===== src/rtl/micro_sequencer_pkg.sv =====
// Shared constants and helpers for the picoRISC microprogram sequencer.
// The translation logic and the opcode/addressing-mode mappers import these too.
package micro_sequencer_pkg;

  localparam int UPC_W = 8;
  localparam int T_W   = 1 << UPC_W;

  localparam logic [UPC_W-1:0] MAX_UPC = 8'd55;

  localparam logic [UPC_W-1:0] TGT_FETCH = 8'd0;
  localparam logic [UPC_W-1:0] TGT_9     = 8'd9;
  localparam logic [UPC_W-1:0] TGT_17    = 8'd17;
  localparam logic [UPC_W-1:0] TGT_19    = 8'd19;
  localparam logic [UPC_W-1:0] TGT_41    = 8'd41;
  localparam logic [UPC_W-1:0] TGT_49    = 8'd49;

  localparam int SIG_FETCH = 15;
  localparam int SIG_9     = 14;
  localparam int SIG_17    = 13;
  localparam int SIG_19    = 12;
  localparam int SIG_41    = 11;
  localparam int SIG_49    = 10;

  typedef enum logic [1:0] {
    SEL_INC,
    SEL_OPR,
    SEL_ADR,
    SEL_TGT
  } nextSel_e;

  typedef struct packed {
    logic             valid;
    logic [UPC_W-1:0] addr;
  } target_t;

  // Highest set target bit wins; no bit set means there is no legal target.
  function automatic target_t encodeTarget(input logic [5:0] sigHi);
    target_t t;
    t.valid = 1'b1;
    if      (sigHi[SIG_FETCH-10]) t.addr = TGT_FETCH;
    else if (sigHi[SIG_9-10])     t.addr = TGT_9;
    else if (sigHi[SIG_17-10])    t.addr = TGT_17;
    else if (sigHi[SIG_19-10])    t.addr = TGT_19;
    else if (sigHi[SIG_41-10])    t.addr = TGT_41;
    else if (sigHi[SIG_49-10])    t.addr = TGT_49;
    else begin
      t.valid = 1'b0;
      t.addr  = TGT_FETCH;
    end
    return t;
  endfunction

endpackage


===== src/rtl/micro_sequencer_if.sv =====
// Bus between the sequencer and the translation logic, mappers and wait handshake.
interface micro_sequencer_if;
  import micro_sequencer_pkg::*;

  logic [T_W-1:0]   T;
  logic [UPC_W-1:0] upc;
  logic             bropr;
  logic             bradr;
  logic             bruncnd;
  logic             brcnd;
  logic [15:0]      signals;
  logic [UPC_W-1:0] mopr;
  logic [UPC_W-1:0] madr;
  logic             hold;
  logic             fault;
  logic [UPC_W-1:0] fault_upc;

  modport master (
    input  T, upc, fault, fault_upc,
    output bropr, bradr, bruncnd, brcnd, signals, mopr, madr, hold
  );

  modport slave (
    output T, upc, fault, fault_upc,
    input  bropr, bradr, bruncnd, brcnd, signals, mopr, madr, hold
  );

endinterface


===== src/rtl/micro_sequencer_upc_decoder.sv =====
// Binary uPC to one-hot step vector; shared with the trace unit.
module upc_decoder #(
  parameter int W = 8
) (
  input  logic [W-1:0]        i_upc,
  output logic [(1<<W)-1:0]   o_t
);

  localparam logic [(1<<W)-1:0] ONE = {{((1<<W)-1){1'b0}}, 1'b1};

  assign o_t = ONE << i_upc;

endmodule


===== src/rtl/micro_sequencer.sv =====
// picoRISC microprogram sequencer: uPC register, next-address selection,
// range check and sticky fault capture.
module micro_sequencer
  import micro_sequencer_pkg::*;
(
  input  logic               clk,
  input  logic               rst_n,
  micro_sequencer_if.slave   bus
);

  logic [UPC_W-1:0] r_upc;
  logic             r_fault;
  logic [UPC_W-1:0] r_faultUpc;

  nextSel_e         w_sel;
  target_t          w_target;
  logic [UPC_W-1:0] w_cand;
  logic             w_candBad;
  logic [UPC_W-1:0] w_next;
  logic             w_faultNow;
  logic             w_unused;

  assign w_unused = &{1'b0, bus.signals[9:0]};
  assign w_target = encodeTarget(bus.signals[15:10]);

  always_comb begin
    w_sel = SEL_INC;
    if      (bus.bropr)               w_sel = SEL_OPR;
    else if (bus.bradr)               w_sel = SEL_ADR;
    else if (bus.bruncnd | bus.brcnd) w_sel = SEL_TGT;
  end

  // Increment wraps naturally at the top of the uPC range; the range check catches it.
  always_comb begin
    w_cand    = r_upc + 1'b1;
    w_candBad = 1'b0;
    unique case (w_sel)
      SEL_OPR: w_cand = bus.mopr;
      SEL_ADR: w_cand = bus.madr;
      SEL_TGT: begin
        w_cand    = w_target.addr;
        w_candBad = ~w_target.valid;
      end
      default: w_cand = r_upc + 1'b1;
    endcase
  end

  always_comb begin
    w_faultNow = w_candBad | (w_cand > MAX_UPC);
    w_next     = w_faultNow ? TGT_FETCH : w_cand;
  end

  always_ff @(posedge clk) begin
    if (!rst_n) begin
      r_upc      <= '0;
      r_fault    <= 1'b0;
      r_faultUpc <= '0;
    end else if (!bus.hold) begin
      r_upc <= w_next;
      if (w_faultNow) begin
        r_fault <= 1'b1;
        if (!r_fault) r_faultUpc <= r_upc;
      end
    end
  end

  upc_decoder #(.W(UPC_W)) u_decoder (
    .i_upc (r_upc),
    .o_t   (bus.T)
  );

  assign bus.upc       = r_upc;
  assign bus.fault     = r_fault;
  assign bus.fault_upc = r_faultUpc;

endmodule

===== src/flat_wrapper.sv =====
// flat-port wrapper written by rule: the top's interface ports become plain ports
module micro_sequencer_flat import micro_sequencer_pkg::*;
  (clk, rst_n, bus_T, bus_upc, bus_fault, bus_fault_upc, bus_bropr, bus_bradr, bus_bruncnd, bus_brcnd, bus_signals, bus_mopr, bus_madr, bus_hold);
  micro_sequencer_if bus_i ();
  input  logic clk;
  input  logic rst_n;
  output wire logic [$bits(bus_i.T)-1:0] bus_T;
  output wire logic [$bits(bus_i.upc)-1:0] bus_upc;
  output wire logic [$bits(bus_i.fault)-1:0] bus_fault;
  output wire logic [$bits(bus_i.fault_upc)-1:0] bus_fault_upc;
  input wire logic [$bits(bus_i.bropr)-1:0] bus_bropr;
  input wire logic [$bits(bus_i.bradr)-1:0] bus_bradr;
  input wire logic [$bits(bus_i.bruncnd)-1:0] bus_bruncnd;
  input wire logic [$bits(bus_i.brcnd)-1:0] bus_brcnd;
  input wire logic [$bits(bus_i.signals)-1:0] bus_signals;
  input wire logic [$bits(bus_i.mopr)-1:0] bus_mopr;
  input wire logic [$bits(bus_i.madr)-1:0] bus_madr;
  input wire logic [$bits(bus_i.hold)-1:0] bus_hold;
  assign bus_T = bus_i.T;
  assign bus_upc = bus_i.upc;
  assign bus_fault = bus_i.fault;
  assign bus_fault_upc = bus_i.fault_upc;
  assign bus_i.bropr = bus_bropr;
  assign bus_i.bradr = bus_bradr;
  assign bus_i.bruncnd = bus_bruncnd;
  assign bus_i.brcnd = bus_brcnd;
  assign bus_i.signals = bus_signals;
  assign bus_i.mopr = bus_mopr;
  assign bus_i.madr = bus_madr;
  assign bus_i.hold = bus_hold;
  micro_sequencer u_core (.clk(clk), .rst_n(rst_n), .bus(bus_i));
endmodule

===== config.mk =====
export PLATFORM = sky130hd
export DESIGN_NAME = micro_sequencer_flat
export DESIGN_NICKNAME = d
export VERILOG_FILES = /design/src/rtl/micro_sequencer_pkg.sv /design/src/rtl/micro_sequencer_if.sv /design/src/rtl/micro_sequencer_upc_decoder.sv /design/src/rtl/micro_sequencer.sv /design/src/flat_wrapper.sv
export SDC_FILE = /design/constraint.sdc
export NUM_CORES = 1
export LEC_CHECK = 0
export CELL_PAD_IN_SITES_DETAIL_PLACEMENT = 0
export CELL_PAD_IN_SITES_GLOBAL_PLACEMENT = 1
export CORE_MARGIN = 5
export CORE_UTILIZATION = 16
export DETAILED_ROUTE_END_ITERATION = 12
export PLACE_DENSITY = 0.95
export SLEW_MARGIN = 20
export SYNTH_ARGS = -nofsm -noshare
export SYNTH_HDL_FRONTEND = slang
export SYNTH_SLANG_ARGS = --single-unit

===== constraint.sdc =====
create_clock -name clk -period 5.15 [get_ports clk]
set_input_delay 1.03 -clock clk [delete_from_list [all_inputs] [get_ports clk]]
set_output_delay 1.03 -clock clk [all_outputs]
set_load 0.005 [all_outputs]

Word-level counts from Yosys, hierarchy flattened --
Index checks and enable logic that the tools add are counted. W data, S select, Z words.
Cells by class: $add $sub $neg 1, multipliers 0, div/mod/pow operators 0, order comparisons 1, equal/unequal tests 3, shift-type cells 1, muxes and demuxes 18, bitwise operators 5, reductions and logical operators 2
Operators with widths (count):
- $shl A1 B8 Y256 const A | 1
- $mux W8 | 6
- $pmux W8 S3 | 1
- $add A8 B1 Y8 const B | 1
- $gt A8 B6 Y1 const B | 1
- $mux W1 | 7
- $mux W2 | 3
- $mux W6 | 1
- $eq A2 B2 Y1 const B | 2
- $not A1 Y1 | 3
- $reduce_and A3 Y1 | 1
- $eq A2 B1 Y1 const B | 1
- $or A1 B1 Y1 | 2
- $reduce_and A2 Y1 | 1
Word-level totals: bits in registers 17, bits in latches 0, bits in writable memories 0, bits in read-only memories 0, logic and storage cells 34, memories kept 0

Logic depth before layout (Yosys ltp) --
Gate-level depths: netlist of run 1.
depth in word-level cells 10, mapped depth 8

By module --
A second synthesis of run 1 with hierarchy kept.
Second synthesis, totals: cell total of the unflattened synthesis 548, area total of the unflattened synthesis 3409.5 µm²
By module, submodules not included:
- upc_decoder | times used 1, cells each 412, area each 2297.2 µm², sequential area each 0.0 µm²
- micro_sequencer | times used 1, cells each 136, area each 1112.3 µm², sequential area each 340.3 µm²

Worst setup path after synthesis of run 1 --
Ideal clock, no wire load.
kind input port to flip-flop, start point in bus_bropr, end point reg u_core.r_faultUpc[0], in the netlist u_core.bus.fault_upc[0], data arrival time 2.809 ns, path slack 2.269 ns, cell stages on the path 6, cell sequence or4_4 > nor4_2 > o211a_1 > nand3_2 > a211oi_4 > mux2i_1
Between the ends: longest elaborated chain between the ends 6
RTL lines:
- start: declaration | line flat_wrapper.sv:11 | input wire logic [$bits(bus_i.bropr)-1:0] bus_bropr;
- $mux W2 (*) | line micro_sequencer.sv:28 | if (bus.bropr) w_sel = SEL_OPR;
- $eq A2 B2 Y1 or $eq A2 B1 Y1 (tied branches) | line micro_sequencer.sv:37 | unique case (w_sel)
- $pmux W8 S3 | line micro_sequencer.sv:37
- $gt A8 B6 Y1 | line micro_sequencer.sv:49 | w_faultNow = w_candBad | (w_cand > MAX_UPC);
- $or A1 B1 Y1 (*) | line micro_sequencer.sv:49
- $reduce_and A3 Y1 (no line) (*)
- end signal: assignment | line micro_sequencer.sv:62 | if (!r_fault) r_faultUpc <= r_upc;
- end: declaration | line micro_sequencer.sv:13 | logic [UPC_W-1:0] r_faultUpc;
Every way passes the cells marked *; elsewhere a longest branch is shown, timed or not. A chain may end at the register's enable or synchronous reset.

Worst setup path in the final report of run 1 --
start point reg u_core.r_upc[7], in the netlist u_core.bus.upc[7], end point out bus_T[198]
Between the ends: longest elaborated chain between the ends 1
RTL lines:
- start: declaration | line micro_sequencer.sv:11 | logic [UPC_W-1:0] r_upc;
- start signal: assignment | line micro_sequencer.sv:59 | r_upc <= w_next;
- $shl A1 B8 Y256 | line micro_sequencer_upc_decoder.sv:11 | assign o_t = ONE << i_upc;
- end: declaration | line flat_wrapper.sv:7 | output wire logic [$bits(bus_i.T)-1:0] bus_T;
Every way passes these cells.

==> results.tsv, run 1 <==
stage	metric	value	unit
floorplanning	core region area	0.01566	mm^2
floorplanning	area of the die	0.01839	mm^2
timing	Slew HR	35.03	%
final_layout	fillers	1715	
place	GP Congestion	0.8023	
worst_hold_path	Tightest Hold Check Type	flop to flop	
final_layout	ant diodes	0	
timing	Clock Skew	0.005093	ns
power_and_ir_drop	LEAKAGE	1.751	nW
floorplanning	die width	135.6	um
final_layout	Area Overhead vs Synth	124.9	%
flow_run	max-cap violation count	0	
yosys	FFs w/ async S/R, synth	0	%
power_and_ir_drop	Int Power	291.5	uW
yosys	top cell type's share of synthesized area	39.54	%
drt	Routed WL per cell	18.04	um
final_layout	fin area	0.005678	mm^2
drt	DRC viols	0	
cts	Worst-path clk slew	0.05	ns
timing	final setup TNS	0	ns
timing	FMAX	0.2482	GHz
drt	total wire length	17.19	mm
yosys	sequential element share of the synthesized area	13.48	%
power_and_ir_drop	peak supply drop	87.49	uV
timing	Pins Over Slew Limit	0	
yosys	Main synth FF type	dfxtp_1	
cts	CTS sink cnt	17	
floorplanning	Rows	46	
yosys	Synth Register Bits	17	
place	DPL Wire Length	13.09	mm
yosys	Synthesis Warnings	0	
worst_setup_path	CP Max Fanout	29	
cts	later-pin clock latency in the skew report	0.25	ns
floorplanning	initial core utilization	16.13	%
yosys	syn nets	532	
power_and_ir_drop	P_sw	128.7	uW
yosys	Syn Area/Cell	5.185	um^2
drt	Via density	4.335	
worst_setup_path	data required time of the worst path	4.12	ns
final_layout	share of cells above drive strength 1	1.900	%
yosys	main area contributors after synthesis	nor2_1 40%, dfxtp_1 13%, clkbuf_1 7.4%, nand2_1 5.9%, nand3_1 3.8%	
worst_setup_path	Critical Path AT	3.00	ns
yosys	Synth area leader	nor2_1	
global_route	vias in the first global route	3840	
cts	CTS root buf	clkbuf_16	
timing	share of the cycle needed by the critical path after routing	78.23	%
power_and_ir_drop	total power draw	420.2	uW
timing	Fin. Hold Viols	0	
timing	Tmin final	4.029	ns
drt	Iteration-0 DRC Markers	200	
power_and_ir_drop	sequential fraction of design power	34.3	%
cts	# Post-CTS Setup Buffers	0	
yosys	Mapped Cells	487	
global_route	first-pass GRT wire length	24.12	mm
global_route	maximum number of pins on one net before global-route repair	30	
yosys	Post-synth EDFFs	0	
yosys	cell area after synthesis	0.002525	mm^2
worst_setup_path	startpoint types	flop	
global_route	total grt overflow	0	
cts	cts repair resizes	0	
cts	total CTS buffers	3	
floorplanning	Die Height	135.6	um
global_route	Tot GR Track Use	16.87	%
place	placed cell areas	0.005598	mm^2
place	I/O Buffers	301	
cts	CTS tree	built	
timing	Slew @ Worst Pin	0.9718	ns
cts	hold_buf cts	0	
timing	final setup vio count	0	
final_layout	nets@finish	783	
cts	Max clock buf depth	2	
worst_setup_path	worst setup path category	flop to output pin	
worst_setup_path	Worst Setup End Kind	output pin	
cts	H-tree levels	1	
power_and_ir_drop	clock power share	36.4	%
power_and_ir_drop	Gate power share	29.2	%
floorplanning	Ports	312	
drt	antenna violation net count after detailed routing	0	
power_and_ir_drop	switching share of power	30.64	%
yosys	synth unique cells	49	
power_and_ir_drop	power density cells	74.01	mW/mm^2
timing	unrepaired setup endpoints after global routing	false	
drt	First-pass DRT Iterations	4	
drt	via count	4131	
global_route	initial antenna violation count	0	
status	outcome	finished, final reports clean	
## sequential cells by signal (all words and copies together) (netlist names)
name and cells:
u_core.bus.fault_upc 8, u_core.bus.fault 1, u_core.bus.upc 8
## per-stage QoR
| stage | hold WS [ns] | setup slack (ns) | std cells | utilization, % |
|---|---|---|---|---|
| 6_report | 0.4582 | 1.121 | 953 | 36.27 |
| 5_1_grt | 0.4853 | 0.9022 | 953 | 36.27 |
| 4_1_cts | 0.4620 | 1.155 | 953 | 36.27 |
| 3_5_place_dp | 0.4536 | 1.252 | 949 | 35.76 |
| 3_3_place_gp | 0.4436 | 1.321 | 949 | 35.76 |
| 2_1_floorplan | 0.4511 | 2.269 | 487 | - |
## final cells by class
cell class	count	area [um^2]	area share (%)
repair buffers	301	3013	53.06
multi-input cells	412	1963	34.57
flip-flops and latches	17	340.3	5.994
well taps	216	270.3	4.760
clock buffers	3	75.07	1.322
inverters	3	11.26	0.1983
clock inverters	1	5.005	0.08814
## cells in the final DEF, fill, tap and decap left out, drive strengths merged, types with 3 or more instances in the layout
cell,Yosys,layout
ha,6,6
nor2b,6,6
clkbuf,52,3
mux2i,8,8
a21oi,5,5
clkdlybuf4s50,0,301
nor4,3,3
and3,5,5
o21ai,4,4
nand3,20,20
nand2,40,40
or2,3,3
nand2b,6,6
and2,3,3
inv,3,3
a22oi,3,3
dfxtp,17,17
a22o,6,6
nor2,266,266
## power by group through the flow
| stage | registers [mW] | clock network, mW | logic [mW] |
|---|---|---|---|
| 2_1_floorplan | 0.142 | 0 | 0.0648 |
| 3_3_place_gp | 0.147 | 0 | 0.122 |
| 3_5_place_dp | 0.147 | 0 | 0.123 |
| 4_1_cts | 0.144 | 0.154 | 0.124 |
| 5_1_grt | 0.145 | 0.162 | 0.133 |
| 6_report | 0.144 | 0.153 | 0.123 |
## cell families after synthesis
| group | count (synthesis) | synth area share [%] |
|---|---|---|
| AND/OR/NAND/NOR | 363 | 59.66 |
| XOR/XNOR | 2 | 0.6939 |
| AO/OA/AOI/OAI | 33 | 11.25 |
| adder cells (fa/ha/maj) | 6 | 2.973 |
| multiplexers | 8 | 3.172 |
| flip-flops | 17 | 13.48 |
| buffers and inverters | 58 | 8.771 |
## worst max-delay path, stage by stage (launching register included)
cell and delay, ns:
dfxtp_1 0.94, nand3_1 0.94, nor2_1 0.31, clkdlybuf4s50_1 0.55
## layer usage
layer  vias up  wire length (um)  part of all wire (%)  GRT usage (%)
met1      1926              7076                    41          21.75
met2       160              8752                    51          30.03
met3        20              1117                   6.5          2.452
li1       2025                 -                     -              -
met5         -                 0                     0              0
met4         0               242                   1.4          3.135
## synth_stat cells (2+ instances only)
cell / instances
o21ai_0: 4
nor4_1: 2
and2_1: 3
mux2i_1: 8
nand2_1: 40
and3_1: 5
nor2_1: 266
ha_1: 6
or3_1: 2
nand2b_1: 6
or2_2: 2
a21oi_1: 5
a221oi_1: 2
inv_1: 3
dfxtp_1: 17
a22oi_1: 3
clkbuf_2: 2
nor2b_1: 6
nand3_1: 19
nand3b_1: 2
a22o_1: 6
buf_1: 2
clkbuf_1: 50
## path summary, 6_finish.rpt
path | start | endpoint | slack [ns] | cells past startpoint
hold / removal | u_core.bus.fault_upc[2] | u_core.bus.fault_upc[2] | 0.46 | 2
setup reg to reg | u_core.bus.upc[7] | u_core.bus.upc[2] | 2.32 | 6
setup / recovery | u_core.bus.upc[7] | bus_T[198] | 1.12 | 3
hold reg to reg | u_core.bus.fault_upc[2] | u_core.bus.fault_upc[2] | 0.46 | 2
(Power assumes the default switching activity.)
==> run 2: changes to the inputs <==
- CORE_UTILIZATION: 16 -> 15
- PLACE_DENSITY: 0.95 -> 0.94
- clock period: 5.15 -> 3.78 ns (I/O delays scaled with it)
==> results.tsv, run 2 (same netlist as run 1, synthesis figures left out) <==
stage	metric	value	unit
final_layout	fillers	1756	
global_route	maximum number of pins on one net before global-route repair	22	
global_route	met1 GRT Util	19.16	%
power_and_ir_drop	Gate power share	29.8	%
cts	# Post-CTS Setup Buffers	0	
worst_setup_path	Critical Path AT	2.67	ns
power_and_ir_drop	P_sw	175.0	uW
worst_setup_path	worst setup path category	flop to output pin	
cts	CTS sink cnt	17	
global_route	met3 usage	4.322	%
timing	Fin. Hold Viols	0	
worst_hold_path	Tightest Hold Check Type	flop to flop	
place	placed cell areas	0.005678	mm^2
flow_run	max-cap violation count	0	
timing	FMAX	0.2919	GHz
drt	DRC viols	0	
power_and_ir_drop	power density cells	100.3	mW/mm^2
cts	cts repair resizes	0	
timing	Slew @ Worst Pin	0.7865	ns
floorplanning	Rows	47	
final_layout	Area Overhead vs Synth	128.0	%
cts	CTS tree	built	
worst_setup_path	CP endpoint	bus_T[88]	
floorplanning	initial core utilization	15.28	%
worst_setup_path	startpoint types	flop	
power_and_ir_drop	switching share of power	30.31	%
drt	Iteration-0 DRC Markers	256	
final_layout	most frequent cells in the layout	301 x clkdlybuf4s50_1, 266 x nor2_1, 40 x nand2_1	
power_and_ir_drop	LEAKAGE	1.801	nW
timing	share of the cycle needed by the critical path after routing	90.64	%
drt	via count	4200	
worst_setup_path	RR Startpoint	u_core.bus.upc[1]	
timing	Slew HR	47.42	%
timing	final setup vio count	0	
drt	Routed WL per cell	18.01	um
place	GP Congestion	0.8380	
final_layout	final non-filler cell total	967	
place	# placed instances	963	
global_route	Tot GR Track Use	16.21	%
power_and_ir_drop	peak supply drop	118.3	uV
global_route	total grt overflow	0	
worst_setup_path	data required time of the worst path	3.02	ns
floorplanning	Ports	312	
drt	First-pass DRT Iterations	4	
worst_setup_path	CP startpoint	u_core.bus.upc[3]	
timing	final setup TNS	0	ns
place	DPL Wire Length	13.59	mm
final_layout	share of cells above drive strength 1	3.213	%
cts	Max clock buf depth	2	
cts	Worst-path clk slew	0.05	ns
drt	antenna violation net count after detailed routing	0	
final_layout	Layout Utilization	34.85	%
timing	Tmin final	3.426	ns
timing	unrepaired setup endpoints after global routing	false	
power_and_ir_drop	Int Power	402.4	uW
final_layout	nets@finish	793	
global_route	met2 Use GR	28.87	%
timing	Pins Over Slew Limit	0	
floorplanning	area of the die	0.01953	mm^2
floorplanning	die width	139.7	um
drt	total wire length	17.41	mm
final_layout	fin area	0.005758	mm^2
place	I/O Buffers	301	
floorplanning	Die Height	139.7	um
worst_setup_path	Worst Setup End Kind	output pin	
global_route	GR peak layer	met2	
global_route	vias in the first global route	4092	
global_route	first-pass GRT wire length	24.96	mm
cts	CTS root buf	clkbuf_16	
global_route	initial antenna violation count	0	
worst_setup_path	CP Max Fanout	17	
drt	Via density	4.343	
worst_setup_path	flop2flop setup slack	1.18	ns
cts	H-tree levels	1	
cts	later-pin clock latency in the skew report	0.25	ns
worst_setup_path	FF-to-FF path depth	7	
final_layout	ant diodes	0	
power_and_ir_drop	sequential fraction of design power	33.7	%
final_layout	commonest non-fill, non-tap cell in the layout	clkdlybuf4s50_1	
cts	total CTS buffers	3	
worst_setup_path	Critical R2R Capture	u_core.bus.upc[0]	
status	outcome	finished, final reports clean	
power_and_ir_drop	clock power share	36.5	%
cts	hold_buf cts	0	
timing	Clock Skew	0.003018	ns
floorplanning	core region area	0.01652	mm^2
run 2: area by class of cell:
cell class / count / area [um^2] / share of cell area, %
Clock inverter: 1 / 5.005 / 0.08692
Inverter: 3 / 11.26 / 0.1956
Sequential cell: 17 / 340.3 / 5.910
Timing Repair Buffer: 311 / 3088 / 53.63
Tap cell: 220 / 275.3 / 4.781
Clock buffer: 3 / 75.07 / 1.304
Multi-Input combinational cell: 412 / 1963 / 34.09
run 2: layer usage:
layer / vias up / wire [um]
met3: 28 / 1502
li1: 2042 / -
met2: 229 / 8351
met4: 0 / 433
met5: - / 0
met1: 1901 / 7124
run 2: per-stage QoR:
step | setup slack, ns | hold slack (ns) | power (mW)
after detailed placement | 0.5691 | 0.4491 | 0.3695
after global placement | 0.5698 | 0.4451 | 0.3686
final | 0.3538 | 0.4554 | 0.5774
after CTS | 0.3616 | 0.4589 | 0.5821
after global routing | 0.1721 | 0.4759 | 0.6053
after floorplan | 1.173 | 0.4511 | 0.2822
run 2: how the worst min path moves through the flow:
stage                                 start                      end  cells after the start
floorplan           u_core.bus.fault_upc[0]  u_core.bus.fault_upc[0]                      2
global placement    u_core.bus.fault_upc[1]  u_core.bus.fault_upc[1]                      2
detailed placement  u_core.bus.fault_upc[4]  u_core.bus.fault_upc[4]                      2
CTS                 u_core.bus.fault_upc[4]  u_core.bus.fault_upc[4]                      2
global route        u_core.bus.fault_upc[5]  u_core.bus.fault_upc[5]                      2
finish              u_core.bus.fault_upc[4]  u_core.bus.fault_upc[4]                      2
run 2: worst max-delay path, cell delays in order, from the launching register on:
cell             delay, ns
dfxtp_1               0.72
nor2b_1               0.44
nand2_1               0.46
nor2_1                0.22
clkdlybuf4s50_1       0.57
run 2: power by group through the flow:
| stage | sequential (mW) | clock, mW | combinational, mW |
|---|---|---|---|
| final | 0.194 | 0.211 | 0.172 |
| after global routing | 0.195 | 0.226 | 0.184 |
| after CTS | 0.194 | 0.216 | 0.172 |
| after detailed placement | 0.198 | 0 | 0.171 |
| after global placement | 0.198 | 0 | 0.170 |
| after floorplan | 0.194 | 0 | 0.0883 |
==> run 3: changes to the inputs <==
- ABC_AREA: not set -> 1
- CORE_UTILIZATION: 15 -> 18
- PLACE_DENSITY: 0.94 -> 0.95
==> results.tsv, run 3 <==
stage	metric	value	unit
flow_run	max-cap violation count	0	
worst_hold_path	Tightest Hold Check Type	flop to flop	
global_route	maximum number of pins on one net before global-route repair	69	
drt	First-pass DRT Iterations	6	
drt	Iteration-0 DRC Markers	475	
drt	antenna violation net count after detailed routing	0	
place	I/O Buffers	301	
yosys	post-synthesis adder-cell area fraction	2.306	%
yosys	Post-synth EDFFs	0	
yosys	FFs w/ async S/R, synth	0	%
yosys	Synth top cells by count	290 x nor2_1, 85 x nand4_1, 73 x nand3_1	
place	GP Congestion	0.8195	
worst_setup_path	startpoint types	flop	
worst_setup_path	data required time of the worst path	3.02	ns
yosys	Synth Register Bits	17	
timing	share of the cycle needed by the critical path after routing	93.08	%
timing	Tmin final	3.518	ns
yosys	Main synth FF type	dfxtp_1	
floorplanning	initial core utilization	18.19	%
cts	Worst-path clk slew	0.05	ns
timing	FMAX	0.2842	GHz
power_and_ir_drop	LEAKAGE	2.444	nW
timing	unrepaired setup endpoints after global routing	false	
final_layout	commonest non-fill, non-tap cell in the layout	clkdlybuf4s50_1	
worst_setup_path	Worst Setup End Kind	output pin	
cts	CTS sink cnt	17	
timing	Fin. Hold Viols	0	
worst_setup_path	flop2flop setup slack	1.49	ns
cts	CTS root buf	clkbuf_16	
yosys	Synth area leader	nor2_1	
cts	total CTS buffers	3	
drt	Routed WL per cell	17.33	um
worst_setup_path	worst setup path category	flop to output pin	
power_and_ir_drop	P_sw	201.6	uW
yosys	synth unique cells	23	
timing	final setup vio count	0	
drt	total wire length	20.05	mm
timing	Clock Skew	0.0009071	ns
yosys	XOR/XNOR share of the synthesized area	0	%
timing	final setup TNS	0	ns
power_and_ir_drop	sequential fraction of design power	32.3	%
yosys	Syn Area/Cell	4.852	um^2
timing	Slew HR	35.73	%
floorplanning	Die Height	144.5	um
worst_setup_path	FF-to-FF path depth	11	
final_layout	Area Overhead vs Synth	102.1	%
drt	Via density	4.824	
power_and_ir_drop	Gate power share	34.0	%
worst_hold_path	Hold Path Origin	u_core.bus.fault_upc[7]	
worst_setup_path	Critical Path AT	2.76	ns
yosys	cell area after synthesis	0.003256	mm^2
yosys	Mapped Cells	671	
cts	cts repair resizes	0	
cts	CTS tree	built	
yosys	top cell type's share of synthesized area	33.44	%
cts	# Post-CTS Setup Buffers	0	
yosys	Synthesis Warnings	0	
worst_hold_path	worst hold path depth	2	
power_and_ir_drop	total power draw	623.5	uW
worst_hold_path	hold path endpoint	u_core.bus.fault_upc[7]	
floorplanning	core region area	0.01790	mm^2
global_route	total grt overflow	0	
power_and_ir_drop	power density cells	94.77	mW/mm^2
floorplanning	area of the die	0.02088	mm^2
power_and_ir_drop	Int Power	421.9	uW
yosys	main area contributors after synthesis	nor2_1 33%, nand4_1 16%, nand3_1 11%, dfxtp_1 10%, nand2_1 5.4%	
power_and_ir_drop	peak supply drop	405.8	uV
yosys	largest family of logic cells by synthesized area	simple AND/OR/NAND/NOR gates	
cts	Max clock buf depth	2	
power_and_ir_drop	switching share of power	32.33	%
yosys	syn nets	716	
cts	H-tree levels	1	
timing	Pins Over Slew Limit	0	
floorplanning	Rows	49	
global_route	first-pass GRT wire length	28.48	mm
yosys	simple-gate area share of the yosys netlist	70.56	%
final_layout	ant diodes	0	
floorplanning	die width	144.5	um
drt	via count	5581	
place	DPL Wire Length	14.84	mm
cts	hold_buf cts	0	
power_and_ir_drop	clock power share	33.7	%
final_layout	most frequent cells in the layout	301 x clkdlybuf4s50_1, 290 x nor2_1, 85 x nand4_1	
drt	DRC viols	0	
yosys	Synth Area in Compound Gates	3.882	%
status	outcome	finished, final reports clean	
global_route	vias in the first global route	4767	
yosys	count leader, synth	nor2_1	
global_route	initial antenna violation count	0	
final_layout	share of cells above drive strength 1	4.634	%
yosys	post-synthesis mux area share	0	%
worst_setup_path	Critical R2R Capture	u_core.bus.upc[3]	
worst_setup_path	CP Max Fanout	6	
final_layout	nets@finish	974	
worst_setup_path	RR Startpoint	u_core.bus.upc[5]	
cts	later-pin clock latency in the skew report	0.24	ns
floorplanning	Ports	312	
timing	Slew @ Worst Pin	0.9605	ns
yosys	sequential element share of the synthesized area	10.45	%
global_route	Tot GR Track Use	17.00	%
## run 3: cell count changes after synthesis, sizes merged, moves of 11 or more
cell    change
nand4      +84
nand3      +53
buf        +29
inv        +27
nor2       +26
nor3       +17
clkbuf     -11
## run 3: how the worst max path moves through the flow
stage,startpoint,end,slack (ns)
detailed placement,u_core.bus.upc[0],bus_T[183],0.51
global route,u_core.bus.upc[0],bus_T[119],0.08
finish,u_core.bus.upc[0],bus_T[183],0.26
global placement,u_core.bus.upc[1],bus_T[247],0.54
CTS,u_core.bus.upc[0],bus_T[183],0.24
floorplan,u_core.bus.upc[2],bus_T[100],1.53
## run 3: per-stage QoR
step                      utilization [%]  hold slack (ns)  setup slack [ns]  cells  cell area [um^2]
final                               36.75           0.4829            0.2615   1157              6579
after global routing                36.75           0.5370           0.07813   1157              6579
after CTS                           36.75           0.4895            0.2449   1157              6579
after detailed placement            36.30           0.4739            0.5065   1153              6499
after global placement              36.30           0.4687            0.5394   1153              6499
after floorplan                         -           0.4754             1.526    671              3256
## run 3: critical path: stages, from the launching register on
cell	delay [ns]
dfxtp_1	0.43
ha_1	0.32
ha_1	0.19
inv_1	0.06
nor2_1	0.46
nand3_1	0.31
nor3_1	0.21
clkdlybuf4s50_1	0.53
## run 3: power by group through the flow
stage / Combinational, mW / Sequential [mW] / Clock (mW)
floorplan: 0.109 / 0.203 / 0
global placement: 0.212 / 0.205 / 0
detailed placement: 0.213 / 0.205 / 0
CTS: 0.213 / 0.201 / 0.213
global route: 0.232 / 0.204 / 0.222
finish: 0.212 / 0.202 / 0.210
## run 3: cells by family (layout without fill, tap and decap cells)
| group | after synthesis | in the layout |
|---|---|---|
| buffers and inverters | 105 | 362 |
| and+or+nand+nor | 519 | 519 |
| DFF | 17 | 17 |
| AOI/OAI and AO/OA | 24 | 24 |
| adders and majority gates | 6 | 6 |
## run 3: routing by layer
layer / part of all wire (%) / routed length, um / track usage, % / vias up
met3: 9.0 / 1811 / 2.745 / 20
met1: 42 / 8327 / 22.56 / 2549
li1: - / - / - / 2746
met5: 0 / 0 / 0 / -
met4: 1.3 / 268 / 2.111 / 0
met2: 48 / 9645 / 29.82 / 266
## run 3: layout make-up
class | count | area, um^2
Fill cell | 1976 | 11320
Timing Repair Buffer | 326 | 3238
Multi-Input combinational cell | 549 | 2504
Sequential cell | 17 | 347.8
Tap cell | 229 | 286.5
Inverter | 32 | 122.6
Clock buffer | 3 | 75.07
Clock inverter | 1 | 5.005
